**src/rtl/id_ex_stage.sv**
```systemverilog
// ID/EX pipeline register with hazard detection and operand forwarding.
// Build option: define ID_EX_FORWARDING_EN to enable EX/MEM and MEM/WB operand
// forwarding with load-use stalls only. Left undefined, there is no forwarding,
// and decode stalls on any in-flight writer of a used source register.
module id_ex_stage (
  input  logic        clk,
  input  logic        reset,
  input  logic        id_valid,
  input  logic [31:0] id_instr,
  input  logic [31:0] id_pc,
  input  logic [31:0] id_rv1,
  input  logic [31:0] id_rv2,
  input  logic        flush,
  input  logic        exm_we,
  input  logic [4:0]  exm_rd,
  input  logic [31:0] exm_result,
  input  logic        wb_we,
  input  logic [4:0]  wb_rd,
  input  logic [31:0] wb_data,
  output logic        ex_valid,
  output logic [31:0] ex_instr,
  output logic [31:0] ex_pc,
  output logic [31:0] ex_rv1,
  output logic [31:0] ex_rv2,
  output logic        id_stall
);

  localparam logic [6:0]  OpOp    = 7'b0110011;
  localparam logic [6:0]  OpImm   = 7'b0010011;
  localparam logic [6:0]  OpLoad  = 7'b0000011;
  localparam logic [6:0]  OpStore = 7'b0100011;
  localparam logic [6:0]  OpBr    = 7'b1100011;
  localparam logic [6:0]  OpJalr  = 7'b1100111;
  localparam logic [6:0]  OpJal   = 7'b1101111;
  localparam logic [6:0]  OpLui   = 7'b0110111;
  localparam logic [6:0]  OpAuipc = 7'b0010111;
  localparam logic [31:0] Nop     = 32'h0000_0013;

  function automatic logic uses_rs1(input logic [6:0] op);
    return (op == OpOp) || (op == OpImm) || (op == OpLoad) || (op == OpStore) ||
           (op == OpBr) || (op == OpJalr);
  endfunction

  function automatic logic uses_rs2(input logic [6:0] op);
    return (op == OpOp) || (op == OpStore) || (op == OpBr);
  endfunction

  function automatic logic writes_rd(input logic [6:0] op);
    return (op == OpOp) || (op == OpImm) || (op == OpLoad) || (op == OpLui) ||
           (op == OpAuipc) || (op == OpJal) || (op == OpJalr);
  endfunction

  logic        ex_valid_q;
  logic [31:0] ex_instr_q;
  logic [31:0] ex_pc_q;
  logic [31:0] ex_rv1_q;
  logic [31:0] ex_rv2_q;

  logic [4:0]  id_rs1;
  logic [4:0]  id_rs2;
  logic        id_use1;
  logic        id_use2;
  logic [4:0]  ex_rd;
  logic        hazard;
  logic        capture;

  assign id_rs1  = id_instr[19:15];
  assign id_rs2  = id_instr[24:20];
  // x0 is never a real dependency, so it is folded into the "used" flags.
  assign id_use1 = uses_rs1(id_instr[6:0]) && (id_rs1 != 5'd0);
  assign id_use2 = uses_rs2(id_instr[6:0]) && (id_rs2 != 5'd0);
  assign ex_rd   = ex_instr_q[11:7];

`ifdef ID_EX_FORWARDING_EN
  // Only a load in EX cannot be forwarded in time; everything else is bypassed.
  always_comb begin
    hazard = 1'b0;
    if (ex_valid_q && (ex_instr_q[6:0] == OpLoad) && id_valid && (ex_rd != 5'd0)) begin
      hazard = (id_use1 && (id_rs1 == ex_rd)) || (id_use2 && (id_rs2 == ex_rd));
    end
  end
`else
  logic ex_writes;
  logic hit1;
  logic hit2;
  logic unused_fwd_data;

  assign ex_writes       = ex_valid_q && writes_rd(ex_instr_q[6:0]);
  assign unused_fwd_data = ^{exm_result, wb_data};

  // Without bypassing, any writer still in flight blocks decode until it retires.
  always_comb begin
    hit1   = (ex_writes && (ex_rd == id_rs1)) || (exm_we && (exm_rd == id_rs1)) ||
             (wb_we && (wb_rd == id_rs1));
    hit2   = (ex_writes && (ex_rd == id_rs2)) || (exm_we && (exm_rd == id_rs2)) ||
             (wb_we && (wb_rd == id_rs2));
    hazard = id_valid && ((id_use1 && hit1) || (id_use2 && hit2));
  end
`endif

  // Stall request and capture decision; flush and reset both win over a stall.
  always_comb begin
    id_stall = hazard && !flush && !reset;
    capture  = id_valid && !flush && !hazard;
  end

  // Pipeline register: capture the decoded instruction or load a bubble.
  always_ff @(posedge clk) begin
    if (reset || !capture) begin
      ex_valid_q <= 1'b0;
      ex_instr_q <= Nop;
      ex_pc_q    <= 32'd0;
      ex_rv1_q   <= 32'd0;
      ex_rv2_q   <= 32'd0;
    end else begin
      ex_valid_q <= 1'b1;
      ex_instr_q <= id_instr;
      ex_pc_q    <= id_pc;
      ex_rv1_q   <= id_rv1;
      ex_rv2_q   <= id_rv2;
    end
  end

  assign ex_valid = ex_valid_q;
  assign ex_instr = ex_instr_q;
  assign ex_pc    = ex_pc_q;

`ifdef ID_EX_FORWARDING_EN
  logic [4:0] ex_rs1;
  logic [4:0] ex_rs2;
  logic       ex_use1;
  logic       ex_use2;

  assign ex_rs1  = ex_instr_q[19:15];
  assign ex_rs2  = ex_instr_q[24:20];
  assign ex_use1 = ex_valid_q && uses_rs1(ex_instr_q[6:0]) && (ex_rs1 != 5'd0);
  assign ex_use2 = ex_valid_q && uses_rs2(ex_instr_q[6:0]) && (ex_rs2 != 5'd0);

  // Operand bypass: the younger EX/MEM result beats the older MEM/WB data.
  always_comb begin
    ex_rv1 = ex_valid_q ? ex_rv1_q : 32'd0;
    ex_rv2 = ex_valid_q ? ex_rv2_q : 32'd0;
    if (ex_use1 && exm_we && (exm_rd == ex_rs1)) begin
      ex_rv1 = exm_result;
    end else if (ex_use1 && wb_we && (wb_rd == ex_rs1)) begin
      ex_rv1 = wb_data;
    end
    if (ex_use2 && exm_we && (exm_rd == ex_rs2)) begin
      ex_rv2 = exm_result;
    end else if (ex_use2 && wb_we && (wb_rd == ex_rs2)) begin
      ex_rv2 = wb_data;
    end
  end
`else
  // No bypass: operands come straight from the register (zero for bubbles).
  always_comb begin
    ex_rv1 = ex_rv1_q;
    ex_rv2 = ex_rv2_q;
  end
`endif

endmodule

```
**config.mk**
```make
export PLATFORM = sky130hd
export DESIGN_NAME = id_ex_stage
export DESIGN_NICKNAME = d
export VERILOG_FILES = /design/src/rtl/id_ex_stage.sv
export SDC_FILE = /design/constraint.sdc
export NUM_CORES = 1
export LEC_CHECK = 0
export ABC_AREA = 1
export CAP_MARGIN = 0
export CORE_AREA = 3 3 129 131
export DETAILED_ROUTE_END_ITERATION = 12
export DIE_AREA = 0 0 132 134
export PLACE_DENSITY = 0.69
export SETUP_SLACK_MARGIN = 0.3
export SYNTH_ARGS = -nofsm -noshare
export SYNTH_HDL_FRONTEND = slang
export SYNTH_SLANG_ARGS = --single-unit
export TNS_END_PERCENT = 30
```
**constraint.sdc**
```tcl
create_clock -name clk -period 1.7 [get_ports clk]
set_input_delay 0.425 -clock clk [delete_from_list [all_inputs] [get_ports clk]]
set_output_delay 0.425 -clock clk [all_outputs]
set_load 0.02 [all_outputs]
```
After elaboration in Yosys (flattened, before gate mapping)
Cells that the tools add are included.
W data, S select, Z words.
Word-level totals
  input port bits: 208
  word-level logic and storage cells: 66
  bits in registers: 129
  output and inout bits: 130
Cells by class
  multiplexer cells: 1
  reduce and logical (&&, ||, !) cells: 41
  equal/unequal tests: 19
Operators with widths (number)
  $eq A5 B5 Y1: 6
  $eq A7 B6 Y1 const B: 4
  $eq A7 B7 Y1 const B: 4
  $eq A7 B5 Y1 const B: 3
  $logic_or A1 B1 Y1: 19
  $logic_and A1 B1 Y1: 16
  $eq A7 B2 Y1 const B: 2
  $reduce_bool A5 Y1: 2
  $logic_not A1 Y1: 4
  $mux W1: 1

Depth between registers and ports, before layout
  depth in word-level cells: 19
  depth in mapped cells: 13
  depth with buffers taken out: 11

Least setup slack after synthesis
Ideal clock, no wire load.
  kind: reg2out
  start: register ex_instr_q[11], in the netlist ex_instr[11]
  end: output id_stall
  cell stages (with the launch flop): 11
  path buffers: 0
  data required time: 1.275 ns
  setup slack: -0.156 ns
  data arrival time: 1.431 ns
  cells stage by stage: dfxtp_1 inv_1 nand2_1 nand2_1 nor2_1 nand2_1 nor2_1 nand2_1 nand2_1 nand2_2 a21oi_1
Between the ends
  cells in the longest elaborated chain, start to end: 9
  elaborated cells on any way between the ends: 14
  those cells by class: eq/ne: 2; reduce/logical: 12
Ends and longest elaborated chain
  from (decl): RTL line 54  | logic [31:0] ex_instr_q;
  from (signal assigned): RTL line 111  | ex_instr_q <= Nop;
  from (signal assigned): RTL line 117  | ex_instr_q <= id_instr;
  $eq A5 B5 Y1, on equally long branches: RTL line 93, 95
  $logic_and A1 B1 Y1, on equally long branches: RTL line 93, 95
  $logic_or A1 B1 Y1, on equally long branches (2 in a row): RTL line 93, 95
  $logic_and A1 B1 Y1: RTL line 97  | hazard = id_valid && ((id_use1 && hit1) || (id_use2 && hit2));
  $logic_or A1 B1 Y1 *: RTL line 97
  $logic_and A1 B1 Y1 *: RTL line 97
  $logic_and A1 B1 Y1 * (2 in a row): RTL line 103  | id_stall = hazard && !flush && !reset;
  to (decl): RTL line 25  | output logic id_stall
Mark *: on every way between the ends. The rest lies on a longest branch, timed or not.

Final worst setup path
  start: input exm_rd[1]
  end: output id_stall
Between the ends
  cells in the longest elaborated chain, start to end: 9
  elaborated cells on any way between the ends: 14
  those cells by class: eq/ne: 2; reduce/logical: 12
Ends and longest elaborated chain
  from (decl): RTL line 15  | input logic [4:0] exm_rd,
  $eq A5 B5 Y1, on equally long branches: RTL line 93, 95
  $logic_and A1 B1 Y1, on equally long branches: RTL line 93, 95
  $logic_or A1 B1 Y1, on equally long branches (2 in a row): RTL line 93, 95
  $logic_and A1 B1 Y1: RTL line 97
  $logic_or A1 B1 Y1 *: RTL line 97
  $logic_and A1 B1 Y1 *: RTL line 97
  $logic_and A1 B1 Y1 * (2 in a row): RTL line 103
Marks and branches as above.

==> flow_summary_export.csv <==
group,metric,value,unit
outcome,outcome,"complete, but fails checks",
outcome,violations,"negative setup slack",
die,core,15710,um^2
clocking,cts.clk_slew.worst_paths,0.05,ns
yosys,synth_mux_area_frac,0,
power_and_ir_drop,p_total,8005,uW
route,first_pass_iters,4,
yosys,synth-simple-area-share,0.2313,
clocking,cts_sinks,129,
yosys,ys_ff_latch,129,
yosys,synth_cells,555,
global_route,grt_pass1_wl,23.43,mm
die,die_area,17690,um^2
final_layout,diodes,0,
route,first_iter_violations,165,
sta,finalCritPeriodShare,1.255,
global_route,grt_overflow,0,
setup_path,crit_type,"in2out",
clocking,root_buffer,"clkbuf_16",
final_layout,n_fill_cell,1483,
clocking,htreeDepth,4,
power_and_ir_drop,power_density,929.8,nW/um^2
sta,fin_crit,2.133,ns
global_route,grt_max_degree,17,
yosys,synth_adder_area_share,0,
setup_path,end_kind,"primary output",
global_route,grt_pass1_vias,4450,
yosys,yosysWarnings,0,
setup_path,path_max_fanout,3,
worst_hold_path,hold_path.class,"in2reg",
global_route,antenna_found_initial,0,
sta,hold_viol,0,
route,detail_route.wl_per_cell,13.36,um
final_layout,drive_above_1_share,0.3467,
route,viasPerCell,3.896,
yosys,netlist_area,4290,um^2
die,die_h,134,um
sta,slew_headroom,0.8167,
sta,whs,0.4248,ns
die,fp.dieW,132,um
yosys,synth_area_per_cell,7.730,um^2
sta,clock.fmax,468.9,MHz
setup_path,required,1.27,ns
sta,setup_viol,130,
clocking,cts_buffers,17,
yosys,synth_nets,763,
final_layout,area_delta_synth_final,100.7,%
sta,finalClockSkew,0.01172,ns
route,num_vias,4437,
power_and_ir_drop,ir_drop,592.8,uV
placed_design,port_buffers,273,
setup_path,start_kind,"primary input",
yosys,synth_xor_area_frac,0.002041,
clocking,cts_tree,"built",
flow_run,drv_cap,0,
clocking,clk_path_buf_depth,2,
final_layout,nNetsFinal,1118,
die,rows,46,
final_layout,ff_latch_area,2605,um^2
yosys,ys_types,18,
setup_path,crit_arrival,1.71,ns
sta,slew_viol_final,0,
final_layout,multi_input_comb_area,1308,um^2
yosys,yosysSeqAreaShare,0.6019,
yosys,synth_compound_area_frac,0.009332,
placed_design,dpl-instance-area,7602,um^2
final_layout,fin_area,8610,um^2
die,start_util,0.2731,
global_route,grtUsageTotal,0.1706,
sta,tightest_slew,0.2728,ns
route,routed_wl,15.22,mm
die,io_pins,338,
route,drc,0,
clocking,insertion_delay,0.41,ns
route,ant_nets,0,
placed_design,hpwl,10.66,mm
sta,fin_ws,-0.4329,ns
placed_design,place_congestion,0.8683,
yosys,synth_top_family_by_area,"simple AND/OR/NAND/NOR gates",
power_and_ir_drop,p_leak,0.004682,uW
sta,rsz0062_at_grt,"true",
final timing paths:
path	cells after the start	slack, ns	endpoint	start
setup / recovery	12	-0.43	id_stall	exm_rd[1]
setup reg to reg	18	-0.30	ex_rv2[20]	ex_instr[11]
hold / removal	3	0.42	ex_instr[4]	id_instr[4]
hold reg to reg	8	1.07	ex_instr[0]	ex_instr[8]
cells in the mapped netlist:
master	n	area (um^2)
nand2_1	83	311.6
clkinv_1	1	3.750
nand2_2	2	12.51
inv_1	140	525.5
a21oi_1	2	10.01
dfxtp_1	129	2582
buf_2	8	40.04
buf_4	1	7.510
o21ai_1	4	20.02
buf_6	4	45.04
nand4_1	6	37.54
inv_2	12	45.04
nor3_1	5	25.02
xnor2_1	1	8.760
nor2_1	146	548.0
nand3_1	8	40.04
o21ai_0	2	10.01
nand3_4	1	17.52
worst max-delay path, cell delays in order:
cell	delay [ns]
dlygate4sd2_1	0.26
buf_4	0.15
nand2_1	0.06
nand2_1	0.05
nor2_1	0.09
nand3_1	0.08
nand2_1	0.08
clkinv_1	0.06
nand2_1	0.08
nand2_2	0.08
a21oi_4	0.15
buf_6	0.13
repair_timing:
| item | in CTS | in global routing |
|---|---|---|
| setup buffers | 23 | 3 |
| pin swaps | 14 | 4 |
| resized for setup | 550 | 80 |
| hold buffers | 0 | 0 |
| setup endpoints to repair | 259 | 151 |
| cloned | 12 | 0 |
kinds of logic (layout without fill, tap and decap cells):
group	count (synthesis)	count (layout)
compound gates	8	8
flops	129	129
buf+inv	166	532
simple gates	251	253
xor+xnor	1	1
layout by cell type, fill, tap and decap left out, types with 13 or more instances in the layout:
cell type	synthesis	routed
dfxtp_1	129	119
inv_1	140	139
nor2_1	146	94
clkdlybuf4s50_1	0	119
buf_2	8	109
nor2_2	0	42
buf_4	1	28
nand2_1	83	77
dlygate4sd2_1	0	24
buf_6	4	34
clkbuf_16	0	17
buf_12	0	13
state kept, by name (all words and copies together), names as in the netlist:
| signal | count |
|---|---|
| ex_instr | 32 |
| ex_rv1 | 32 |
| ex_valid | 1 |
| ex_pc | 32 |
| ex_rv2 | 32 |
final cells by class:
class                           count  area share
Timing Repair Buffer              347      0.3723
Sequential cell                   129      0.3026
Multi-Input combinational cell    262      0.1519
Inverter                          153     0.06932
Clock buffer                       19     0.05261
Tap cell                          216     0.03139
Clock inverter                     13     0.01991
through the flow:
step / setup slack [ns] / instances / setup TNS (ns) / util
after global placement: -1.149 / 1069 / -91.19 / 0.4838
after CTS: -0.4443 / 1136 / -31.01 / 0.5317
after global routing: -0.5562 / 1139 / -47.34 / 0.5479
after floorplan: 0.09473 / 555 / 0 / -
final: -0.4329 / 1139 / -30.93 / 0.5479
after detailed placement: -1.143 / 1069 / -91.22 / 0.4838
report_power, final:
| group | internal, uW | switching, uW |
|---|---|---|
| Clock | 2420 | 1420 |
| Sequential | 3100 | 23.4 |
| Combinational | 579 | 461 |
| Total | 6100 | 1910 |
layer usage:
metal | global-route usage | part of all wire | vias to the layer above
met5 | 0 | 0 | -
met4 | 0.04434 | 0.0096 | 0
met3 | 0.08327 | 0.094 | 11
met2 | 0.2965 | 0.51 | 180
met1 | 0.1868 | 0.39 | 1967
li1 | - | - | 2279
Note: power is estimated with default switching activity, not from simulation.
